## src/rtl/whac_pkg.sv

```systemverilog
// ----------------------------------------------------------------------------
//  whac_pkg : shared types and constants for the Whac-A-Mole game sequencer
//  Rev 1.0  : initial release
// ----------------------------------------------------------------------------
`default_nettype none

package whac_pkg;

  typedef enum logic [1:0] {
    IDLE = 2'd0,
    ARM  = 2'd1,
    RUN  = 2'd2,
    OVER = 2'd3
  } state_t;

  localparam logic [7:0] LFSR_SEED     = 8'hA5;
  // Fibonacci feedback taps for x^8 + x^6 + x^5 + x^4 + 1
  localparam logic [7:0] LFSR_TAPS     = 8'hB8;
  localparam int         SCORE_W       = 7;
  localparam int         SCORE_MAX_DEF = 99;

  function automatic logic [7:0] lfsr_step(input logic [7:0] cur);
    return {cur[6:0], ^(cur & LFSR_TAPS)};
  endfunction

endpackage

`default_nettype wire

```

## src/rtl/whac_mole_lfsr.sv

```systemverilog
// ----------------------------------------------------------------------------
//  whac_mole_lfsr : free-running LFSR and no-repeat mole position picker
//  Rev 1.0        : initial release
// ----------------------------------------------------------------------------
`default_nettype none

module whac_mole_lfsr
  import whac_pkg::*;
#(
  parameter int N_HOLES = 4
) (
  input  logic               Clk,
  input  logic               Rst,
  input  logic               load,
  output logic [N_HOLES-1:0] mole_next
);

  localparam int IDX_W = $clog2(N_HOLES);

  logic [7:0]       lfsr;
  logic [IDX_W-1:0] prev_idx;
  logic [IDX_W-1:0] raw_idx;
  logic [IDX_W-1:0] idx;

  // N_HOLES is a power of two, so the +1 wraps modulo N_HOLES for free
  always_comb begin
    raw_idx   = lfsr[IDX_W-1:0];
    idx       = (raw_idx == prev_idx) ? raw_idx + IDX_W'(1) : raw_idx;
    mole_next = N_HOLES'(1) << idx;
  end

  always_ff @(posedge Clk or negedge Rst) begin
    if (!Rst) begin
      lfsr     <= LFSR_SEED;
      prev_idx <= '0;
    end else begin
      lfsr <= lfsr_step(lfsr);
      if (load) prev_idx <= idx;
    end
  end

endmodule

`default_nettype wire

```

## src/rtl/whac_game_ctrl.sv

```systemverilog
// ----------------------------------------------------------------------------
//  whac_game_ctrl : Whac-A-Mole sequencer (timer start, mole schedule, score)
//  Option         : define WHAC_MISS_PENALTY_EN to decrement score on misses
//  Rev 1.0        : initial release
// ----------------------------------------------------------------------------
`default_nettype none

module whac_game_ctrl
  import whac_pkg::*;
#(
  parameter int N_HOLES     = 4,
  parameter int MOLE_PERIOD = 100_000_000,
  parameter int SCORE_MAX   = SCORE_MAX_DEF
) (
  input  logic               Clk,
  input  logic               Rst,
  input  logic               start,
  input  logic [N_HOLES-1:0] hit,
  input  logic               finish_60s,
  output logic               start_60s,
  output logic [N_HOLES-1:0] mole,
  output logic [SCORE_W-1:0] score,
  output logic               game_over,
  output logic               disp_sel
);

  localparam int                 CNT_W     = (MOLE_PERIOD > 1) ? $clog2(MOLE_PERIOD) : 1;
  localparam logic [CNT_W-1:0]   CNT_LAST  = CNT_W'(MOLE_PERIOD - 1);
  localparam logic [SCORE_W-1:0] SCORE_CAP = SCORE_W'(SCORE_MAX);

  state_t               state;
  logic                 arm_phase;
  logic [CNT_W-1:0]     cnt;
  logic [N_HOLES-1:0]   mole_next;
  logic                 at_last;
  logic                 load_mole;
  logic [SCORE_W-1:0]   score_inc;
`ifdef WHAC_MISS_PENALTY_EN
  logic [SCORE_W-1:0]   score_dec;
  assign score_dec = (score == '0) ? '0 : score - SCORE_W'(1);
`endif

  assign at_last   = (cnt == CNT_LAST);
  assign score_inc = (score >= SCORE_CAP) ? SCORE_CAP : score + SCORE_W'(1);
  // A finishing game never loads a mole, so the no-repeat history stays put
  assign load_mole = ((state == ARM) && arm_phase) ||
                     ((state == RUN) && at_last && !finish_60s);

  whac_mole_lfsr #(
    .N_HOLES (N_HOLES)
  ) u_mole_lfsr (
    .Clk       (Clk),
    .Rst       (Rst),
    .load      (load_mole),
    .mole_next (mole_next)
  );

  always_ff @(posedge Clk or negedge Rst) begin
    if (!Rst) begin
      state     <= IDLE;
      arm_phase <= 1'b0;
      cnt       <= '0;
      mole      <= '0;
      score     <= '0;
      start_60s <= 1'b0;
      game_over <= 1'b0;
      disp_sel  <= 1'b0;
    end else begin
      start_60s <= 1'b0;
      case (state)
        IDLE, OVER: begin
          if (start) begin
            state     <= ARM;
            arm_phase <= 1'b0;
            score     <= '0;
            start_60s <= 1'b1;
            game_over <= 1'b0;
            disp_sel  <= 1'b0;
          end
        end
        ARM: begin
          // Second cycle gives the timer time to drop a stale finish level
          if (!arm_phase) begin
            arm_phase <= 1'b1;
          end else begin
            state <= RUN;
            mole  <= mole_next;
            cnt   <= '0;
          end
        end
        RUN: begin
          cnt <= at_last ? '0 : cnt + CNT_W'(1);
          if (|(hit & mole)) begin
            score <= score_inc;
            mole  <= '0;
          end
`ifdef WHAC_MISS_PENALTY_EN
          else if (|hit) begin
            score <= score_dec;
          end
`endif
          if (finish_60s) begin
            state     <= OVER;
            mole      <= '0;
            game_over <= 1'b1;
            disp_sel  <= 1'b1;
          end else if (at_last) begin
            mole <= mole_next;
          end
        end
        default: state <= IDLE;
      endcase
    end
  end

endmodule

`default_nettype wire

```

## config.mk

```make
export PLATFORM = sky130hd
export DESIGN_NAME = whac_game_ctrl
export DESIGN_NICKNAME = d
export VERILOG_FILES = /design/src/rtl/whac_pkg.sv /design/src/rtl/whac_mole_lfsr.sv /design/src/rtl/whac_game_ctrl.sv
export SDC_FILE = /design/constraint.sdc
export NUM_CORES = 1
export LEC_CHECK = 0
export CAP_MARGIN = 5
export CORE_MARGIN = 2
export CORE_UTILIZATION = 47
export CTS_CLUSTER_DIAMETER = 30
export CTS_CLUSTER_SIZE = 40
export DETAILED_ROUTE_END_ITERATION = 6
export PLACE_DENSITY = 0.76
export SYNTH_ARGS = -nofsm -noshare
export SYNTH_HDL_FRONTEND = slang
export SYNTH_SLANG_ARGS = --single-unit
export TNS_END_PERCENT = 5
```

## constraint.sdc

```tcl
create_clock -name Clk -period 2.75 [get_ports Clk]
set_input_delay 0.275 -clock Clk [delete_from_list [all_inputs] [get_ports Clk]]
set_output_delay 0.275 -clock Clk [all_outputs]
set_load 0.05 [all_outputs]
```

==> results of run 1 <==
[worst paths after layout]
kind	start	to	slack, ps	depth (start not counted)
worst max-delay path	cnt[12]$_DFFE_PN0P_	cnt[22]$_DFFE_PN0P_	200	5
worst min-delay path	Rst	u_mole_lfsr.lfsr[6]$_DFF_PN0_	70	2
worst max register to register	cnt[12]$_DFFE_PN0P_	cnt[22]$_DFFE_PN0P_	200	5
worst min register to register	u_mole_lfsr.lfsr[6]$_DFF_PN0_	u_mole_lfsr.lfsr[7]$_DFF_PN1_	370	0
max in group asynchronous	Rst	cnt[11]$_DFFE_PN0P_	2250	2
min in group Clk	u_mole_lfsr.lfsr[6]$_DFF_PN0_	u_mole_lfsr.lfsr[7]$_DFF_PN1_	370	0
[per-layer routing]
layer	routed length, um	part of all wire, %	GRT usage (%)
met1	2810	47	26.7
met2	2790	47	32.5
met3	255	4.3	3.00
met4	96	1.6	6.27
met5	0	0	0
[timing repair]
item,CTS,global route
endpoints found under the hold margin,0,0
setup endpoints to repair,0,1
gates resized for setup,0,1
[worst register-to-register path, stage by stage (launching register included)]
cell	delay, ps
dfrtp_1	480
or4_1	540
or4_1	530
o21a_1	440
a21o_1	240
a22o_1	230
[cell type report]
type,instances,area (um^2),area share [%]
timing repair buffer,29,265,8.27
tap,75,93.8,2.93
clock buffer,5,68.8,2.15
sequential,53,1330,41.5
multi-input combinational,219,1370,42.7
clock inverter,3,21.3,0.664
inverter,15,56.3,1.76
[synthesized netlist by cell type, types with 3 or more instances]
master     n  share of area, %
or4_1      4               1.1
nand2b_1   3              0.67
xor2_1     7               2.2
nor4_1     4              0.89
and3_1     8               1.8
o21ai_0   16               2.9
nor2_1    20               2.7
a21oi_1   11               2.0
nand2_1   24               3.2
buf_2      3              0.53
o21ai_1    3              0.53
a31oi_1    9               2.0
or3_1      3              0.67
xnor2_1    4               1.2
nand3_1   18               3.2
ha_1       5               2.2
a22o_1     8               2.5
a41oi_1    4               1.2
nand4_1   11               2.5
mux2i_1    3               1.1
dfrtp_1   49                44
nor3_1     9               1.6
clkbuf_1   4              0.53
dfstp_2    4               3.7
nor2b_1    4              0.89
inv_1     15               2.0
o22ai_1    4              0.89
[kinds of logic (layout without fill, tap and decap cells)]
group | Yosys count | count (layout)
AOI/OAI and AO/OA | 78 | 78
xor gates and xnor gates | 11 | 11
adders and majority gates | 5 | 5
buffers and inverters | 25 | 52
DFF | 53 | 53
muxes | 6 | 6
and+or+nand+nor | 119 | 119
[registers in the layout, summed over array words and instances, names as in the netlist]
name and flops:
cnt 27, mole 4, arm_phase 1, u_mole_lfsr.lfsr 8
score 7, u_mole_lfsr.prev_idx 2, disp_sel 1, start_60s 1
state 2
[power breakdown]
| part | switching (W) | total (W) | internal (W) | leakage [nW] |
|---|---|---|---|---|
| logic | 0.000747 | 0.00113 | 0.000382 | 0.625 |
| clock network | 0.000274 | 0.000456 | 0.000181 | 0.0445 |
| registers | 0.0000809 | 0.000944 | 0.000863 | 0.710 |
[through the flow]
stage	hold WS, ps	total power (W)	instance area [um^2]	setup slack, ps	util [%]
floorplan	-20.6	0.00175	2810	369	-
global placement	340	0.00204	3110	235	53.2
detailed placement	345	0.00208	3110	135	53.2
CTS	93.3	0.00254	3200	125	54.7
global route	123	0.00272	3210	74.8	54.8
finish	66.1	0.00253	3210	201	54.8
==> results.toml, run 1 <==
[outcome]
status = "finished clean"

[finish]
layout.nets = 336
layoutNonFillerInstCount = 399
layout_common_cells = "49 x dfrtp_1, 24 x nand2_1, 20 x nor2_1, 20 x clkdlybuf4s50_1, 18 x nand3_1"
n_antenna_cell = 0
final_common_cell = "dfrtp_1"
drive_gt1_share_pct = 8.64
fillCellCount = 511
synthToLayoutAreaGrowth_pct = 14.2

[synth]
ys_ff_latch = 53
yosysWarnings = 0
synth_top_family_by_area = "simple AND/OR/NAND/NOR gates"
yosysSeqAreaShare_pct = 47.4
netlist_area_um2 = 2810
synth-compound-area-share_pct = 18.8
synth-xor-area-share_pct = 3.43
synth_ff_type = "dfrtp_1"
yosys.area_share.simple_pct = 21.8
synthAdderAreaFrac_pct = 2.23
synth_area_per_cell_um2 = 9.45
syn_inst = 297
yosysUniqueCellTypes = 57
synth_mux_area_share_pct = 2.27
ys_async_sr_fraction_pct = 100
synth-edff-count = 0
postSynthNetCount = 310

[sta]
fin_skew_ps = 6.46
fmax_mhz = 392
min_period_ps = 2550
final-max-slew-violation-count = 0
slew_headroom_pct = 56.6
rsz0062_at_grt = "no"
setup_viol = 0
hold_viol = 0
worst_pin_slew_ps = 652
fin_crit_sh_pct = 92.7
finalSetupTns_ps = 0

[die]
die_h_um = 81.3
die_x_um = 81.3
core_um2 = 5850
dieArea_um2 = 6610
num_rows = 28
start_util_pct = 48.0
ioPinCount = 22

[setup_path]
max_stage_delay_ps = 540
required_ps = 2960
critPathCaptureType = "register"
worstPathArrival_ps = 2760
crit_fanout = 15
crit_slowest_cell = "or4_1"
startpoint_type = "register"
cp_common_cell = "or4_1"
cp_top_family = "simple AND/OR/NAND/NOR gates"
crit_buf_inv = 0
cp_cell_sequence = "or4_1 > or4_1 > o21a_1 > a21o_1 > a22o_1"
critical_path_class = "reg2reg"

[detailed_routing]
drtPass1Iterations = 4
drt-vias-per-instance = 5.91
drc = 0
wl_per_cell_um = 14.9
wirelength_um = 5950
antenna_left = 0
num_vias = 2359
drt_iter0_markers = 172

[placement]
io_buffers = 21
routabilityCongestion = 0.886
post-dp-hpwl_um = 4240
place_inst = 391

[cts]
clk_latency_ps = 320
numCtsBuffers = 5
postCtsHoldBufs = 0
clkTransAtPathRegs_ps = 100
clockBufferDepth = 2
clkSinkCount = 53
cts_tree = "built"
post-cts-setup-buffer-count = 0
cts_max_level = 2
cts_root_buf = "clkbuf_8"

[global_route]
grt_overflow = 0
grt_max_degree = 54
grt_pass1_wl_um = 10200
grt_pass1_vias = 2268
antenna_found_initial = 0
track_usage_pct = 19.7

[run]
cap_violations = 0

[pwr]
p_leak_nw = 1.38
vdd_drop_max_v = 0.000615
power_per_cell_area_nw_per_um2 = 789

[hold_path]
hold_path_class = "in2async"
Power figures use the tool's default switching activity.
==> inputs of run 2 (changes only) <==
Settings changed: CTS_CLUSTER_DIAMETER 30 to not set.
==> results of run 2 <==
The final DEF is identical to that of run 1; final timing and power are the same.
==> inputs of run 3 (changes only) <==
Settings changed: GPL_TIMING_DRIVEN set to 0, SLEW_MARGIN set to 20.
==> run 3 against run 2 <==
Effect of this change: global-route usage increased by 0.94 points; first-iteration DRC count decreased by 34%; final cell count increased by 0.50%; utilization about the same; the flow now finishes with violations (hold timing); combinational power about the same.
==> results.toml, run 3 (synthesis gave the netlist of run 1 again) <==
[detailed_routing]
drtPass1Iterations = 4
wl_per_cell_um = 15.6
drc = 0
antenna_left = 0
top_layer_used = "met4"
num_vias = 2399
met2WireLength_um = 2950
dr_wl_met3_um = 246
wirelength_um = 6240
wl_met1_um = 2960
drt-vias-per-instance = 5.98
drt_iter0_markers = 114

[die]
dieArea_um2 = 6610
start_util_pct = 48.0
num_rows = 28
ioPinCount = 22
die_x_um = 81.3
core_um2 = 5850
die_h_um = 81.3

[cts]
numCtsBuffers = 5
cts_resized = 0
clk_latency_ps = 310
cts_max_level = 2
clockBufferDepth = 2
cts_root_buf = "clkbuf_8"
cts_tree = "built"
postCtsHoldBufs = 0
clkSinkCount = 53
post-cts-setup-buffer-count = 0
clkTransAtPathRegs_ps = 100

[hold_path]
hold_path_class = "in2async"

[finish]
n_antenna_cell = 0
layout_common_cells = "49 x dfrtp_1, 24 x nand2_1, 20 x nor2_1, 20 x clkdlybuf4s50_1, 18 x nand3_1"
utilization_pct = 54.7
synthToLayoutAreaGrowth_pct = 14.1
top_register = "cnt"
layout.nets = 338
final_common_cell = "dfrtp_1"
fillCellCount = 530
largestRegisters = "cnt x27, u_mole_lfsr.lfsr x8, score x7"
drive_gt1_share_pct = 7.98
largest_reg_flops = 27

[sta]
whs_ps = -13.0
fmax_mhz = 396
worst_pin_slew_ps = 855
setup_viol = 0
worst_slack_ps = 226
fin_crit_sh_pct = 91.8
slew_headroom_pct = 42.5
rsz0062_at_grt = "no"
finalSetupTns_ps = 0
final-max-slew-violation-count = 0
fin_skew_ps = 6.96
hold_viol = 30
min_period_ps = 2520

[setup_path]
ff2ff_setup_slack_ps = 230
cp_common_cell = "or4_1"
required_ps = 2930
worstPathArrival_ps = 2710
critPathCaptureType = "register"
crit_slowest_cell = "or4_1"
max_stage_delay_ps = 480
reg2reg_from = "cnt[12]$_DFFE_PN0P_"
crit_fanout = 9
startpoint_type = "register"
timing.rr.end = "cnt[9]$_DFFE_PN0P_"
critical_path_class = "reg2reg"
cp_cell_sequence = "buf_6 > or4_1 > or4_1 > buf_2 > o21a_1 > nor2_2 > o311ai_1"
r2r_cells = 7

[global_route]
track_usage_pct = 20.7
grt_max_degree = 54
grt_pass1_vias = 2316
grt_pass1_wl_um = 10700
antenna_found_initial = 0
grt_overflow = 0

[pwr]
power_per_cell_area_nw_per_um2 = 791
power_w = 0.00253
p_leak_nw = 1.37
vdd_drop_max_v = 0.000406

[placement]
routabilityCongestion = 1.01
post-place-ws_ps = 250
post-dp-hpwl_um = 4390
io_buffers = 21

[outcome]
violations = "hold timing"
status = "complete, but fails checks"

[run]
cap_violations = 0
## run 3: changes by cell type in the layout (fill, tap and decap cells not counted), sizes merged
cell    before  now
buf          9    7
clkbuf       5    9
## run 3: how the worst max path moves through the flow
stage | startpoint | end | slack [ps] | depth (start not counted)
finish | cnt[12]$_DFFE_PN0P_ | cnt[9]$_DFFE_PN0P_ | 230 | 7
global route | state[0]$_DFFE_PN0P_ | cnt[5]$_DFFE_PN0P_ | 90 | 7
CTS | cnt[12]$_DFFE_PN0P_ | cnt[9]$_DFFE_PN0P_ | 260 | 7
detailed placement | cnt[12]$_DFFE_PN0P_ | cnt[9]$_DFFE_PN0P_ | 250 | 7
global placement | Rst | cnt[14]$_DFFE_PN0P_ | -130 | 1
floorplan | cnt[12]$_DFFE_PN0P_ | u_mole_lfsr.prev_idx[1]$_DFFE_PN0P_ | 370 | 7
## run 3: critical path: cells and delay by family (launching register included)
family	cells	cell delay [ps]
simple gates	3	1280
compound gates	2	430
flops	1	380
buf+inv	2	310
## run 3: power breakdown
group	internal, W	switching, W
Sequential	0.000864	0.0000812
Combinational	0.000361	0.000769
Clock	0.000184	0.000276
Total	0.00141	0.00113
## run 3: cell type report
class	instances	area, um^2	share of cell area, %
Buffer	10	56.3	1.76
Clock buffer	5	68.8	2.15
Clock inverter	3	25.0	0.781
Inverter	15	56.3	1.76
Multi-Input combinational cell	219	1360	42.6
Sequential cell	53	1330	41.6
Tap cell	75	93.8	2.93
Timing Repair Buffer	21	208	6.48
## run 3: through the flow
| stage | cells | instance area (um^2) |
|---|---|---|
| after CTS | 401 | 3200 |
| after global placement | 393 | 3110 |
| after floorplan | 297 | 2810 |
| final | 401 | 3200 |
| after detailed placement | 393 | 3110 |
| after global routing | 401 | 3200 |
## run 3: per-layer routing
layer | global-route usage [%] | vias up
li1 | - | 1157
met1 | 27.1 | 1175
met2 | 34.6 | 59
met3 | 3.00 | 8
met4 | 7.46 | 0
met5 | 0 | -
